File: config.mk
export PLATFORM = sky130hd
export DESIGN_NAME = clock_display_scan_flat
export DESIGN_NICKNAME = d
export VERILOG_FILES = /design/src/rtl/clock_display_scan_pkg.sv /design/src/rtl/clock_display_scan_if.sv /design/src/rtl/bcd_to_seg7.sv /design/src/rtl/clock_display_scan.sv /design/src/flat_wrapper.sv
export SDC_FILE = /design/constraint.sdc
export NUM_CORES = 1
export LEC_CHECK = 0
export CORE_UTILIZATION = 45
export CTS_BUF_LIST = sky130_fd_sc_hd__clkbuf_8
export DETAILED_ROUTE_END_ITERATION = 7
export GPL_ROUTABILITY_DRIVEN = 0
export PLACE_DENSITY = 0.76
export SKIP_LAST_GASP = 1
export SYNTH_ARGS = -nofsm -noshare
export SYNTH_HDL_FRONTEND = slang
export SYNTH_HIERARCHICAL = 1
export SYNTH_SLANG_ARGS = --single-unit
File: constraint.sdc
create_clock -name clk -period 2.9 [get_ports clk]
set_input_delay 0.29 -clock clk [delete_from_list [all_inputs] [get_ports clk]]
set_output_delay 0.29 -clock clk [all_outputs]
set_load 0.005 [all_outputs]
File: src/rtl/clock_display_scan_pkg.sv
// Shared constants for the six-digit multiplexed seven-segment display driver.
package clock_disp_pkg;

  // {g,f,e,d,c,b,a}, active-high
  localparam logic [6:0] SEG7_0    = 7'h3F;
  localparam logic [6:0] SEG7_1    = 7'h06;
  localparam logic [6:0] SEG7_2    = 7'h5B;
  localparam logic [6:0] SEG7_3    = 7'h4F;
  localparam logic [6:0] SEG7_4    = 7'h66;
  localparam logic [6:0] SEG7_5    = 7'h6D;
  localparam logic [6:0] SEG7_6    = 7'h7D;
  localparam logic [6:0] SEG7_7    = 7'h07;
  localparam logic [6:0] SEG7_8    = 7'h7F;
  localparam logic [6:0] SEG7_9    = 7'h6F;
  localparam logic [6:0] SEG_BLANK = 7'h00;

  localparam logic [2:0] DIG_SEC_U = 3'd0;
  localparam logic [2:0] DIG_SEC_T = 3'd1;
  localparam logic [2:0] DIG_MIN_U = 3'd2;
  localparam logic [2:0] DIG_MIN_T = 3'd3;
  localparam logic [2:0] DIG_HR_U  = 3'd4;
  localparam logic [2:0] DIG_HR_T  = 3'd5;

  typedef struct packed {
    logic [7:0] hour;
    logic [7:0] min;
    logic [7:0] sec;
    logic       sec_en;
    logic       blink_hour;
    logic       blink_min;
    logic       alarm_on;
  } time_snap_t;

endpackage

File: src/rtl/clock_display_scan_if.sv
// Time bus from the clock core into the display driver.
interface clock_display_scan_if;
  logic [7:0] hour;
  logic [7:0] min;
  logic [7:0] sec;
  logic       sec_en;
  logic       blink_hour;
  logic       blink_min;
  logic       alarm_on;

  modport master (output hour, min, sec, sec_en, blink_hour, blink_min, alarm_on);
  modport slave  (input  hour, min, sec, sec_en, blink_hour, blink_min, alarm_on);
endinterface

File: src/rtl/bcd_to_seg7.sv
// BCD nibble to seven-segment pattern; non-decimal nibbles and blank give all-off.
module bcd_to_seg7
  import clock_disp_pkg::*;
(
  input  logic [3:0] nibble,
  input  logic       blank,
  output logic [6:0] seg
);

  always_comb begin
    seg = SEG_BLANK;
    if (!blank) begin
      case (nibble)
        4'd0:    seg = SEG7_0;
        4'd1:    seg = SEG7_1;
        4'd2:    seg = SEG7_2;
        4'd3:    seg = SEG7_3;
        4'd4:    seg = SEG7_4;
        4'd5:    seg = SEG7_5;
        4'd6:    seg = SEG7_6;
        4'd7:    seg = SEG7_7;
        4'd8:    seg = SEG7_8;
        4'd9:    seg = SEG7_9;
        default: seg = SEG_BLANK;
      endcase
    end
  end

endmodule

File: src/rtl/clock_display_scan.sv
// Six-digit scanned display driver: guard-interval scanning, per-frame snapshot,
// edit-field blinking, 1 Hz colon and alarm dot. All outputs registered.
module clock_display_scan
  import clock_disp_pkg::*;
#(
  parameter int SCAN_DIV     = 1000,
  parameter int GUARD        = 16,
  parameter int BLINK_FRAMES = 64
) (
  input  logic                 clk,
  input  logic                 rst_n,
  clock_display_scan_if.slave  tbus,
  output logic [6:0]           seg,
  output logic                 dp,
  output logic [5:0]           dig_sel
);

  localparam int CNT_W = $clog2(SCAN_DIV);
  localparam int FRM_W = (BLINK_FRAMES > 1) ? $clog2(BLINK_FRAMES) : 1;

  logic [CNT_W-1:0] cnt_q, cnt_d;
  logic [2:0]       idx_q, idx_d;
  logic [FRM_W-1:0] frame_cnt_q, frame_cnt_d;
  logic             blink_phase_q, blink_phase_d;
  time_snap_t       snap_q, snap_d;
  logic [6:0]       seg_q, seg_d;
  logic             dp_q, dp_d;
  logic [5:0]       dig_sel_q, dig_sel_d;

  logic       slot_wrap, frame_end, slot_on;
  logic [3:0] nib;
  logic       blink_blank, dig_blank, colon, dp_on;
  logic [6:0] seg_dec;

  bcd_to_seg7 u_dec (
    .nibble (nib),
    .blank  (dig_blank),
    .seg    (seg_dec)
  );

  always_comb begin
    slot_wrap = (cnt_q == CNT_W'(SCAN_DIV - 1));
    frame_end = slot_wrap && (idx_q == DIG_HR_T);
    slot_on   = (cnt_q >= CNT_W'(GUARD));

    cnt_d = slot_wrap ? '0 : cnt_q + 1'b1;
    idx_d = idx_q;
    if (slot_wrap) idx_d = (idx_q == DIG_HR_T) ? DIG_SEC_U : idx_q + 3'd1;

    frame_cnt_d   = frame_cnt_q;
    blink_phase_d = blink_phase_q;
    if (frame_end) begin
      if (frame_cnt_q == FRM_W'(BLINK_FRAMES - 1)) begin
        frame_cnt_d   = '0;
        blink_phase_d = ~blink_phase_q;
      end else begin
        frame_cnt_d = frame_cnt_q + 1'b1;
      end
    end

    // Frame-start snapshot keeps all six digits of one frame coherent.
    snap_d = snap_q;
    if (cnt_q == '0 && idx_q == DIG_SEC_U)
      snap_d = '{hour: tbus.hour, min: tbus.min, sec: tbus.sec, sec_en: tbus.sec_en,
                 blink_hour: tbus.blink_hour, blink_min: tbus.blink_min,
                 alarm_on: tbus.alarm_on};

    nib         = 4'hF;
    blink_blank = 1'b0;
    case (idx_q)
      DIG_SEC_U: nib = snap_q.sec[3:0];
      DIG_SEC_T: nib = snap_q.sec[7:4];
      DIG_MIN_U: begin nib = snap_q.min[3:0];  blink_blank = snap_q.blink_min  & blink_phase_q; end
      DIG_MIN_T: begin nib = snap_q.min[7:4];  blink_blank = snap_q.blink_min  & blink_phase_q; end
      DIG_HR_U:  begin nib = snap_q.hour[3:0]; blink_blank = snap_q.blink_hour & blink_phase_q; end
      DIG_HR_T:  begin nib = snap_q.hour[7:4]; blink_blank = snap_q.blink_hour & blink_phase_q; end
      default:   nib = 4'hF;
    endcase

    dig_blank = blink_blank
              | (!snap_q.sec_en && (idx_q == DIG_SEC_U || idx_q == DIG_SEC_T))
              | (idx_q == DIG_HR_T && nib == 4'd0);

    // Colon is steady outside time mode, otherwise toggles with the seconds LSB.
    colon = !snap_q.sec_en || !snap_q.sec[0];
    dp_on = 1'b0;
    case (idx_q)
      DIG_SEC_U: dp_on = snap_q.alarm_on;
      DIG_MIN_U,
      DIG_HR_U:  dp_on = colon && !blink_blank;
      default:   dp_on = 1'b0;
    endcase

    seg_d     = slot_on ? seg_dec : SEG_BLANK;
    dp_d      = slot_on && dp_on;
    dig_sel_d = slot_on ? ~(6'b000001 << idx_q) : 6'b111111;
  end

  always_ff @(posedge clk or negedge rst_n) begin
    if (!rst_n) begin
      cnt_q         <= '0;
      idx_q         <= DIG_SEC_U;
      frame_cnt_q   <= '0;
      blink_phase_q <= 1'b0;
      snap_q        <= '0;
      seg_q         <= SEG_BLANK;
      dp_q          <= 1'b0;
      dig_sel_q     <= 6'b111111;
    end else begin
      cnt_q         <= cnt_d;
      idx_q         <= idx_d;
      frame_cnt_q   <= frame_cnt_d;
      blink_phase_q <= blink_phase_d;
      snap_q        <= snap_d;
      seg_q         <= seg_d;
      dp_q          <= dp_d;
      dig_sel_q     <= dig_sel_d;
    end
  end

  assign seg     = seg_q;
  assign dp      = dp_q;
  assign dig_sel = dig_sel_q;

endmodule

File: src/flat_wrapper.sv
// flat-port wrapper written by rule: the top's interface ports become plain ports
module clock_display_scan_flat import clock_disp_pkg::*;
#(
  parameter int SCAN_DIV     = 1000,
  parameter int GUARD        = 16,
  parameter int BLINK_FRAMES = 64
)
  (clk, rst_n, seg, dp, dig_sel, tbus_hour, tbus_min, tbus_sec, tbus_sec_en, tbus_blink_hour, tbus_blink_min, tbus_alarm_on);
  clock_display_scan_if tbus_i ();
  input  logic clk;
  input  logic rst_n;
  output logic [6:0] seg;
  output logic dp;
  output logic [5:0] dig_sel;
  input wire logic [$bits(tbus_i.hour)-1:0] tbus_hour;
  input wire logic [$bits(tbus_i.min)-1:0] tbus_min;
  input wire logic [$bits(tbus_i.sec)-1:0] tbus_sec;
  input wire logic [$bits(tbus_i.sec_en)-1:0] tbus_sec_en;
  input wire logic [$bits(tbus_i.blink_hour)-1:0] tbus_blink_hour;
  input wire logic [$bits(tbus_i.blink_min)-1:0] tbus_blink_min;
  input wire logic [$bits(tbus_i.alarm_on)-1:0] tbus_alarm_on;
  assign tbus_i.hour = tbus_hour;
  assign tbus_i.min = tbus_min;
  assign tbus_i.sec = tbus_sec;
  assign tbus_i.sec_en = tbus_sec_en;
  assign tbus_i.blink_hour = tbus_blink_hour;
  assign tbus_i.blink_min = tbus_blink_min;
  assign tbus_i.alarm_on = tbus_alarm_on;
  clock_display_scan #(.SCAN_DIV(SCAN_DIV), .GUARD(GUARD), .BLINK_FRAMES(BLINK_FRAMES)) u_core (.clk(clk), .rst_n(rst_n), .tbus(tbus_i), .seg(seg), .dp(dp), .dig_sel(dig_sel));
endmodule
==> results of run 1 <==
==> synth_stat cells (2+ instances only) <==
library cell  count
dfrtp_1          56
mux2_4           21
nand2_1          17
nor2_1           17
nand3_1          13
and2_1           10
ha_1              9
mux2_2            9
o21ai_0           9
inv_1             7
a21oi_1           6
buf_2             6
dfstp_2           6
xor2_1            6
nand4_1           5
nor2b_1           5
xnor2_1           5
and3_1            4
nand2b_1          4
a211oi_1          3
buf_6             3
mux2i_1           3
o21ai_1           3
o22ai_1           3
a31oi_1           2
a32oi_1           2
buf_12            2
clkbuf_1          2
mux4_2            2
nor2_2            2
or2_1             2
==> final cells by class <==
class	instances	area [sq um]	area share [%]
Sequential cell	62	1560	39.9
Multi-Input combinational cell	186	1470	37.7
Timing Repair Buffer	52	493	12.6
Clock buffer	12	165	4.23
Tap cell	96	120	3.08
Clock inverter	4	68.8	1.76
Inverter	7	26.3	0.673
==> state kept, by name, summed over array words and instances, names as in the netlist <==
name                  cells
u_core/dig_sel            6
u_core/idx_q              3
u_core/blink_phase_q      1
u_core/frame_cnt_q        6
u_core/snap_q            28
u_core/cnt_q             10
u_core/dp                 1
u_core/seg                7
==> power by group through the flow <==
stage | Clock, mW | Sequential [mW] | Combinational, mW
after CTS | 0.897 | 0.909 | 0.148
after floorplan | 0 | 0.920 | 0.0637
after global routing | 0.935 | 0.911 | 0.161
after detailed placement | 0 | 0.924 | 0.146
final | 0.870 | 0.909 | 0.145
after global placement | 0 | 0.924 | 0.144
==> worst register-to-register path: cells and delay by family (launching register included) <==
| kind | cells | cell delay, ns |
|---|---|---|
| adders and majority gates | 2 | 0.59 |
| AOI/OAI and AO/OA | 3 | 0.70 |
| and+or+nand+nor | 5 | 0.52 |
| buffers and inverters | 1 | 0.15 |
| DFF | 1 | 0.37 |
==> cell families (layout without fill, tap and decap cells) <==
| logic type | Yosys count | in the layout | synth area share (%) |
|---|---|---|---|
| AO/OA/AOI/OAI | 39 | 39 | 8.41 |
| buffers and inverters | 20 | 75 | 4.34 |
| adder cells (fa/ha/maj) | 9 | 9 | 3.55 |
| AND/OR/NAND/NOR | 91 | 91 | 15.6 |
| multiplexers | 36 | 36 | 15.9 |
| flip-flops | 62 | 62 | 49.2 |
| XOR/XNOR | 11 | 11 | 3.04 |
==> how the worst max path moves through the flow <==
stage	to	slack, ns	depth (start not counted)
3_3_place_gp	u_core/seg[2]	0.58	11
6_report	u_core/seg[1]	0.47	11
4_1_cts	u_core/seg[1]	0.45	11
2_1_floorplan	u_core/seg[0]	0.26	11
5_1_grt	u_core/seg[1]	0.24	11
3_5_place_dp	u_core/seg[2]	0.51	11
==> routing by layer <==
| layer | share of wire (%) | routed length [um] |
|---|---|---|
| met1 | 48 | 2830 |
| met4 | 2.4 | 140 |
| met3 | 4.7 | 279 |
| met2 | 45 | 2660 |
| met5 | 0 | 0 |
==> stage by stage <==
stage          area (sq um)  std cells  setup slack (ns)  util [%]  hold WS [ns]
2_1_floorplan          3170        268             0.257         -      -0.00559
3_3_place_gp           3670        403             0.583      54.0         0.462
3_5_place_dp           3670        403             0.506      54.0         0.474
4_1_cts                3900        419             0.449      57.5         0.117
5_1_grt                3900        419             0.244      57.5         0.156
6_report               3900        419             0.466      57.5        0.0942
==> impl_metrics.toml, run 1 <==
[status]
status = "completed"

[logic_synthesis]
synth_edf_count = 0
synth.largest_area_cell = "dfrtp_1"
synth.cell_area_sq_um = 3170
synthTopCellsByArea = "dfrtp_1, mux2_4, dfstp_2"
avgSynthCellArea_sq_um = 11.8
syn_nets = 307
ys_ff_latch = 62
syn_inst = 268
synth_ff_type = "dfrtp_1"
yosysWarnings = 6
yosysSeqAreaShare_pct = 49.2
async_flop_share_pct = 100
yosysUniqueCellTypes = 55
synth_top_cell_area_share_pct = 44.2

[power]
swShare_pct = 20.2
p_seq_share_pct = 47.2
switchingPower_uw = 390
clock_power_share_pct = 45.2
power_mw = 1.92
pwr-share-comb_pct = 7.5
power_density_nw_per_um2 = 493
peakVddDrop_uv = 254
p_int_mw = 1.53
p_leak_nw = 1.73

[floorplan]
dieArea_sq_um = 7380
initial_core_util_pct = 46.6
coreArea_sq_um = 6790
die_x_um = 85.9
die_y_um = 85.9
num_io_pins = 44
num_rows = 30

[route]
vias = 2171
dr.pass1.iters = 4
antenna_left = 0
wl_per_cell_um = 14.1
totalWireLength_um = 5910
drc_errors = 0
vias_per_cell = 5.18
drt_iter0_markers = 84

[sta]
rsz0062_at_grt = "no"
final.setup.tns_ns = 0
fin_crit_sh_pct = 83.9
finalHoldViolations = 0
fin_crit_ns = 2.43
fmax_mhz = 411
fin_skew_ns = 0.00828
tightest_slew_ns = 0.749
max_slew_margin_pct = 50.1
setup_violations = 0
slew_viol_final = 0

[critical_path]
crit_arrival_ns = 2.66
rrSetupSlack_ns = 0.47
critPathBufInv = 1
path_max_fanout = 7
cp_slowest_stage_delay_ns = 0.37
critPathSlowestCell = "dfrtp_1"
path_cells = "and2_1 -> ha_1 -> o21ba_2 -> a211oi_1 -> o21ai_0 -> inv_1 -> ha_1 -> nor2_1 -> nor2_1 -> nor2_1 -> and2_1"
endpoint_kind = "register"
cp_top_family = "compound AO/OA/AOI/OAI gates"
critical_path.most_common_cell = "nor2_1"
worstPathRequired_ns = 3.13
regToRegStartpoint = "u_core/idx_q[0]"
startpoint = "u_core/idx_q[0]"
r2r_cells = 11
worstReg2RegEnd = "u_core/seg[1]"
startpoint_type = "register"
timing_worst_setup_path_type = "reg2reg"

[grt]
busiest_layer = "met2"
antenna_found_initial = 0
grt_pass1_wl_um = 10200
grt_pass1_vias = 2161
grt_util_all_layers_pct = 18.4
grt_max_degree = 63
grtUsageMet3_pct = 5.00
grt-ovfl-total = 0
grt_util_met2_pct = 28.0
gr-usage-met1_pct = 24.0

[cells_and_area]
nFillCells = 582
final_cell_mix = "dfrtp_1, clkdlybuf4s50_1, mux2_4, nor2_1, nand2_1"
syn2layout_area_growth_pct = 23.2
antenna_cells = 0
drive_above_1_share_pct = 22.0
nets = 357
final_common_cell = "dfrtp_1"

[clock_network]
clk_path_buf_depth = 2
cts-root-buf = "clkbuf_8"
ctsResizeCount = 0
hold_buffers = 0
clkTransAtPathRegs_ns = 0.07
clk_latency_ns = 0.34
cts_made_buffers = 9
cts_sinks = 62
cts_setup_buffers = 0
cts_tree = "yes"
cts.htree.levels = 3

[hold_path]
hold_class = "in2async"

[place]
hpwl_um = 4080
port_buffers = 43

[job]
cap_viol_max_count = 0
Note: power is estimated with default switching activity, not from simulation.
==> inputs of run 2 (changes only) <==
--- a/config.mk
+++ b/config.mk
@@ -9,7 +9,7 @@
 export CTS_BUF_LIST = sky130_fd_sc_hd__clkbuf_8
 export DETAILED_ROUTE_END_ITERATION = 7
 export GPL_ROUTABILITY_DRIVEN = 0
-export PLACE_DENSITY = 0.76
+export PLACE_DENSITY = 0.78
 export SKIP_LAST_GASP = 1
 export SYNTH_ARGS = -nofsm -noshare
 export SYNTH_HDL_FRONTEND = slang
==> constraint.sdc (replaced) <==
create_clock -name clk -period 2 [get_ports clk]
set_input_delay 0.2 -clock clk [delete_from_list [all_inputs] [get_ports clk]]
set_output_delay 0.2 -clock clk [all_outputs]
set_load 0.005 [all_outputs]
==> run 2 against run 1 <==
Net effect:
- the run now ends with setup timing left
- power grew 35%
- maximum frequency grew 11%
- final area grew 11%
- sequential cell count is the same
- largest power group unchanged
==> impl_metrics.toml, run 2 (synthesized netlist as in run 1, its figures left out) <==
[status]
status = "finished with violations"
violations = "setup timing"

[sta]
finalHoldViolations = 0
setup_violations = 7
finalWorstSetupSlack_ns = -0.187
fin_crit_ns = 2.19
max_slew_margin_pct = 72.4
rsz0062_at_grt = "yes"
fin_skew_ns = 0.00914
final.setup.tns_ns = -0.919
fin_crit_sh_pct = 109
fmax_mhz = 457
slew_viol_final = 0
tightest_slew_ns = 0.411
hold_slack_ns = 0.246

[route]
wl_per_cell_um = 14.4
dr.pass1.iters = 4
vias = 2299
totalWireLength_um = 6550
antenna_left = 0
drt_iter0_markers = 47
drc_errors = 0
vias_per_cell = 5.04

[clock_network]
cts.htree.levels = 3
cts_made_buffers = 9
clkTransAtPathRegs_ns = 0.07
cts_sinks = 62
clk_path_buf_depth = 2
clk_latency_ns = 0.34
cts-root-buf = "clkbuf_8"
cts_tree = "yes"

[floorplan]
initial_core_util_pct = 46.6
coreArea_sq_um = 6790
die_x_um = 85.9
dieArea_sq_um = 7380
num_rows = 30
num_io_pins = 44
die_y_um = 85.9

[place]
port_buffers = 43
pre_cts_slack_ns = -0.302
dp.cells = 431
place_area_sq_um = 3950
hpwl_um = 4650

[job]
cap_viol_max_count = 0

[grt]
grt-ovfl-total = 0
grt_max_degree = 37
grt_pass1_wl_um = 11200
antenna_found_initial = 0
grt_pass1_vias = 2351
grt_util_all_layers_pct = 20.3

[cells_and_area]
final_common_cell = "dfrtp_1"
largest_reg_flops = 28
fin_cells = 456
nets = 394
final_cell_mix = "dfrtp_1, clkdlybuf4s50_1, buf_4, mux2_4, nand2_1"
top_register = "u_core/snap_q"
drive_above_1_share_pct = 36.9
syn2layout_area_growth_pct = 36.6
final_util_pct = 63.7
fin_area_sq_um = 4330
antenna_cells = 0

[critical_path]
path_cells = "buf_6 -> mux4_2 -> a221o_1 -> or2_4 -> buf_4 -> o22ai_1 -> and2_1"
regToRegStartpoint = "u_core/idx_q[0]"
timing_worst_setup_path_type = "reg2reg"
endpoint_kind = "register"
startpoint_type = "register"
rrSetupSlack_ns = -0.19
critPathSlowestCell = "mux4_2"
startpoint = "u_core/idx_q[0]"
r2r_cells = 7
cp_slowest_stage_delay_ns = 0.49
cp-endpoint = "u_core/seg[6]"
crit_arrival_ns = 2.47
worstReg2RegEnd = "u_core/seg[6]"
worstPathRequired_ns = 2.28
path_max_fanout = 5

[power]
peakVddDrop_uv = 388
power_mw = 2.59
swShare_pct = 23.5
p_int_mw = 1.98
p_leak_nw = 1.92
power_density_nw_per_um2 = 600
pwr-share-comb_pct = 10.4
clock_power_share_pct = 38.8
switchingPower_uw = 610
p_seq_share_pct = 50.8

[hold_path]
hold_class = "in2async"
==> run 2: cell types whose count changed in the layout (fill, tap and decap cells not counted), sizes merged <==
cell         previous run  this run
clkbuf                 12        11
inv                     8         7
dlygate4sd3             0         1
clkinv                  1         3
clkinvlp                0         2
bufinv                  2         0
buf                    10        46
==> run 2: critical path, delay by kind of cell, from the launching register on <==
family                 cells  cell delay [ns]
muxes                      1             0.49
buffers and inverters      2             0.28
DFF                        1             0.42
and+or+nand+nor            2             0.44
AOI/OAI and AO/OA          2             0.49
==> run 2: power by group through the flow <==
| stage | Clock, mW | Combinational, mW | Sequential (mW) |
|---|---|---|---|
| finish | 1.01 | 0.271 | 1.32 |
| global route | 1.10 | 0.298 | 1.32 |
| CTS | 1.04 | 0.259 | 1.32 |
| detailed placement | 0 | 0.246 | 1.34 |
| global placement | 0 | 0.238 | 1.34 |
| floorplan | 0 | 0.0952 | 1.33 |
==> run 2: cell type report <==
| type | instances | area (sq um) |
|---|---|---|
| Inverter | 7 | 26.3 |
| Sequential cell | 62 | 1560 |
| Multi-Input combinational cell | 186 | 1620 |
| Fill cell | 517 | 2470 |
| Clock buffer | 11 | 151 |
| Clock inverter | 5 | 33.8 |
| Tap cell | 96 | 120 |
| Timing Repair Buffer | 89 | 813 |
==> run 2: worst min path at each step <==
stage           from                     to  slack [ns]
6_report       rst_n  u_core/frame_cnt_q[0]        0.25
5_1_grt        rst_n        u_core/idx_q[1]        0.26
4_1_cts        rst_n        u_core/idx_q[1]        0.24
3_5_place_dp   rst_n  u_core/frame_cnt_q[0]        0.08
3_3_place_gp   rst_n  u_core/frame_cnt_q[0]        0.07
2_1_floorplan  rst_n   u_core/blink_phase_q        -0.1
==> run 2: layer usage <==
layer | up-vias | GRT usage (%) | share of wire, %
li1 | 1125 | - | -
met1 | 1106 | 26.4 | 47
met2 | 56 | 31.0 | 46
met3 | 12 | 6.35 | 3.4
met4 | 0 | 9.24 | 2.9
met5 | - | 0 | 0
==> run 2: what timing repair did <==
action                     in CTS  in global routing
pin swaps                       8                  7
gates resized for setup        12                 17
setup endpoints to repair       7                  7
hold buffers                    1                  0
buffers inserted                5                  4
hold endpoints to repair       39                  0
==> inputs of run 3 (changes only) <==
==> constraint.sdc (replaced) <==
create_clock -name clk -period 1.95 [get_ports clk]
set_input_delay 0.195 -clock clk [delete_from_list [all_inputs] [get_ports clk]]
set_output_delay 0.195 -clock clk [all_outputs]
set_load 0.005 [all_outputs]
==> run 3 against run 2 <==
Net effect:
- the run still ends with setup timing left
- via count grew 0.48%
- sequential share of layout area grew 0.16 points
- maximum frequency shrank 1.5%
- critical path depth grew 4
- first-iteration DRC count grew to 2.9 times the previous value
- worst hold slack gained 0.089 ns
- cell count shrank 0.66%
- clock power grew 30%
- largest cell class unchanged
==> impl_metrics.toml, run 3 (synthesized netlist as in run 1, its figures left out) <==
[route]
wl_per_cell_um = 14.3
vias_per_cell = 5.10
dr.pass1.iters = 7
drt_iter0_markers = 136
totalWireLength_um = 6470
antenna_left = 0
vias = 2310
drc_errors = 0

[hold_path]
hold_class = "in2async"

[grt]
grt-ovfl-total = 0
grt_pass1_vias = 2280
antenna_found_initial = 0
grt_util_all_layers_pct = 19.5
grt_max_degree = 29
grt_pass1_wl_um = 10900

[critical_path]
crit_arrival_ns = 2.45
r2r_cells = 11
critPathSlowestCell = "dfrtp_1"
path_max_fanout = 4
endpoint_kind = "register"
critical_path.most_common_cell = "nor2b_1"
worstReg2RegEnd = "u_core/seg[2]"
rrSetupSlack_ns = -0.27
cp_slowest_stage_delay_ns = 0.39
startpoint_type = "register"
timing_worst_setup_path_type = "reg2reg"
path_cells = "and2_4 -> ha_4 -> o21ba_4 -> a211oi_1 -> o21ai_2 -> inv_2 -> ha_2 -> nor2b_1 -> o22ai_1 -> nor2b_1 -> and2_1"
regToRegStartpoint = "u_core/idx_q[0]"
worstPathRequired_ns = 2.18

[sta]
tightest_slew_ns = 0.462
max_slew_margin_pct = 69.2
final.setup.tns_ns = -1.38
setup_violations = 7
hold_slack_ns = 0.335
slew_viol_final = 0
fin_crit_sh_pct = 114
fmax_mhz = 451
finalWorstSetupSlack_ns = -0.269
rsz0062_at_grt = "yes"
finalHoldViolations = 0
fin_crit_ns = 2.22
fin_skew_ns = 0.00743

[clock_network]
clkTransAtPathRegs_ns = 0.07
clk_latency_ns = 0.34
cts-root-buf = "clkbuf_8"
cts_made_buffers = 9
cts.htree.levels = 3
cts_sinks = 62
clk_path_buf_depth = 2
cts_tree = "yes"

[floorplan]
num_io_pins = 44
die_x_um = 85.9
initial_core_util_pct = 46.6
die_y_um = 85.9
dieArea_sq_um = 7380
num_rows = 30
coreArea_sq_um = 6790

[cells_and_area]
nFillCells = 513
syn2layout_area_growth_pct = 36.0
drive_above_1_share_pct = 34.2
top_register = "u_core/snap_q"
antenna_cells = 0
final_cell_mix = "dfrtp_1, clkdlybuf4s50_1, buf_4, mux2_4, nand2_1"
nets = 391
largest_reg_flops = 28
final_common_cell = "dfrtp_1"

[status]
status = "finished with violations"
violations = "setup timing"

[place]
port_buffers = 43
hpwl_um = 4470

[power]
power_density_nw_per_um2 = 678
p_leak_nw = 1.92
peakVddDrop_uv = 379

[job]
cap_viol_max_count = 0
==> run 3: worst max-delay path by stage <==
stage	startpoint	endpoint	slack, ns	depth (start not counted)
6_report	u_core/idx_q[0]	u_core/seg[2]	-0.27	11
5_1_grt	u_core/idx_q[0]	u_core/seg[2]	-0.44	11
2_1_floorplan	u_core/idx_q[0]	u_core/seg[0]	-0.37	12
4_1_cts	u_core/idx_q[0]	u_core/seg[0]	-0.20	11
3_5_place_dp	u_core/idx_q[2]	u_core/seg[0]	-0.29	9
3_3_place_gp	u_core/idx_q[2]	u_core/seg[0]	-0.19	11
==> run 3: layout make-up <==
class | instances | area, sq um | area share [%]
repair buffers | 86 | 767 | 17.8
well taps | 96 | 120 | 2.79
clock inverters | 4 | 68.8 | 1.60
inverters | 7 | 26.3 | 0.610
multi-input cells | 186 | 1600 | 37.2
flip-flops and latches | 62 | 1560 | 36.2
clock buffers | 12 | 165 | 3.83
==> run 3: layer usage <==
layer  vias to the layer above  track usage [%]  routed length [um]
li1                       1115                -                   -
met1                      1103             25.7                2950
met2                        76             28.6                2980
met3                        16             6.16                 355
met4                         0             10.5                 182
met5                         -                0                   0
==> run 3: worst max-delay path, delay by kind of cell, from the launching register on <==
| kind | cells | cell delay [ns] |
|---|---|---|
| compound gates | 4 | 0.72 |
| simple gates | 4 | 0.55 |
| flops | 1 | 0.39 |
| fa+ha+maj | 2 | 0.32 |
| buf+inv | 1 | 0.12 |
==> run 3: power by group <==
group          switching [mW]  internal [mW]
Clock                   0.490          0.818
Sequential             0.0247           1.33
Combinational          0.0927          0.172
==> run 3: through the flow <==
step	total power, mW	area (sq um)	instances	util (%)	setup WS, ns
final	2.92	4310	453	63.4	-0.269
after global routing	3.04	4310	453	63.4	-0.442
after CTS	2.95	4240	452	62.4	-0.202
after detailed placement	1.62	3950	433	58.1	-0.292
after global placement	1.62	3950	433	58.1	-0.193
after floorplan	1.47	3230	268	-	-0.370
==> run 3: what timing repair did <==
| item | CTS | global route |
|---|---|---|
| pin swaps | 13 | 5 |
| gates resized for setup | 9 | 10 |
| setup buffers | 2 | 1 |
| hold endpoints to repair | 14 | 0 |
| hold buffers | 1 | 0 |
| endpoints found under the setup margin | 7 | 7 |
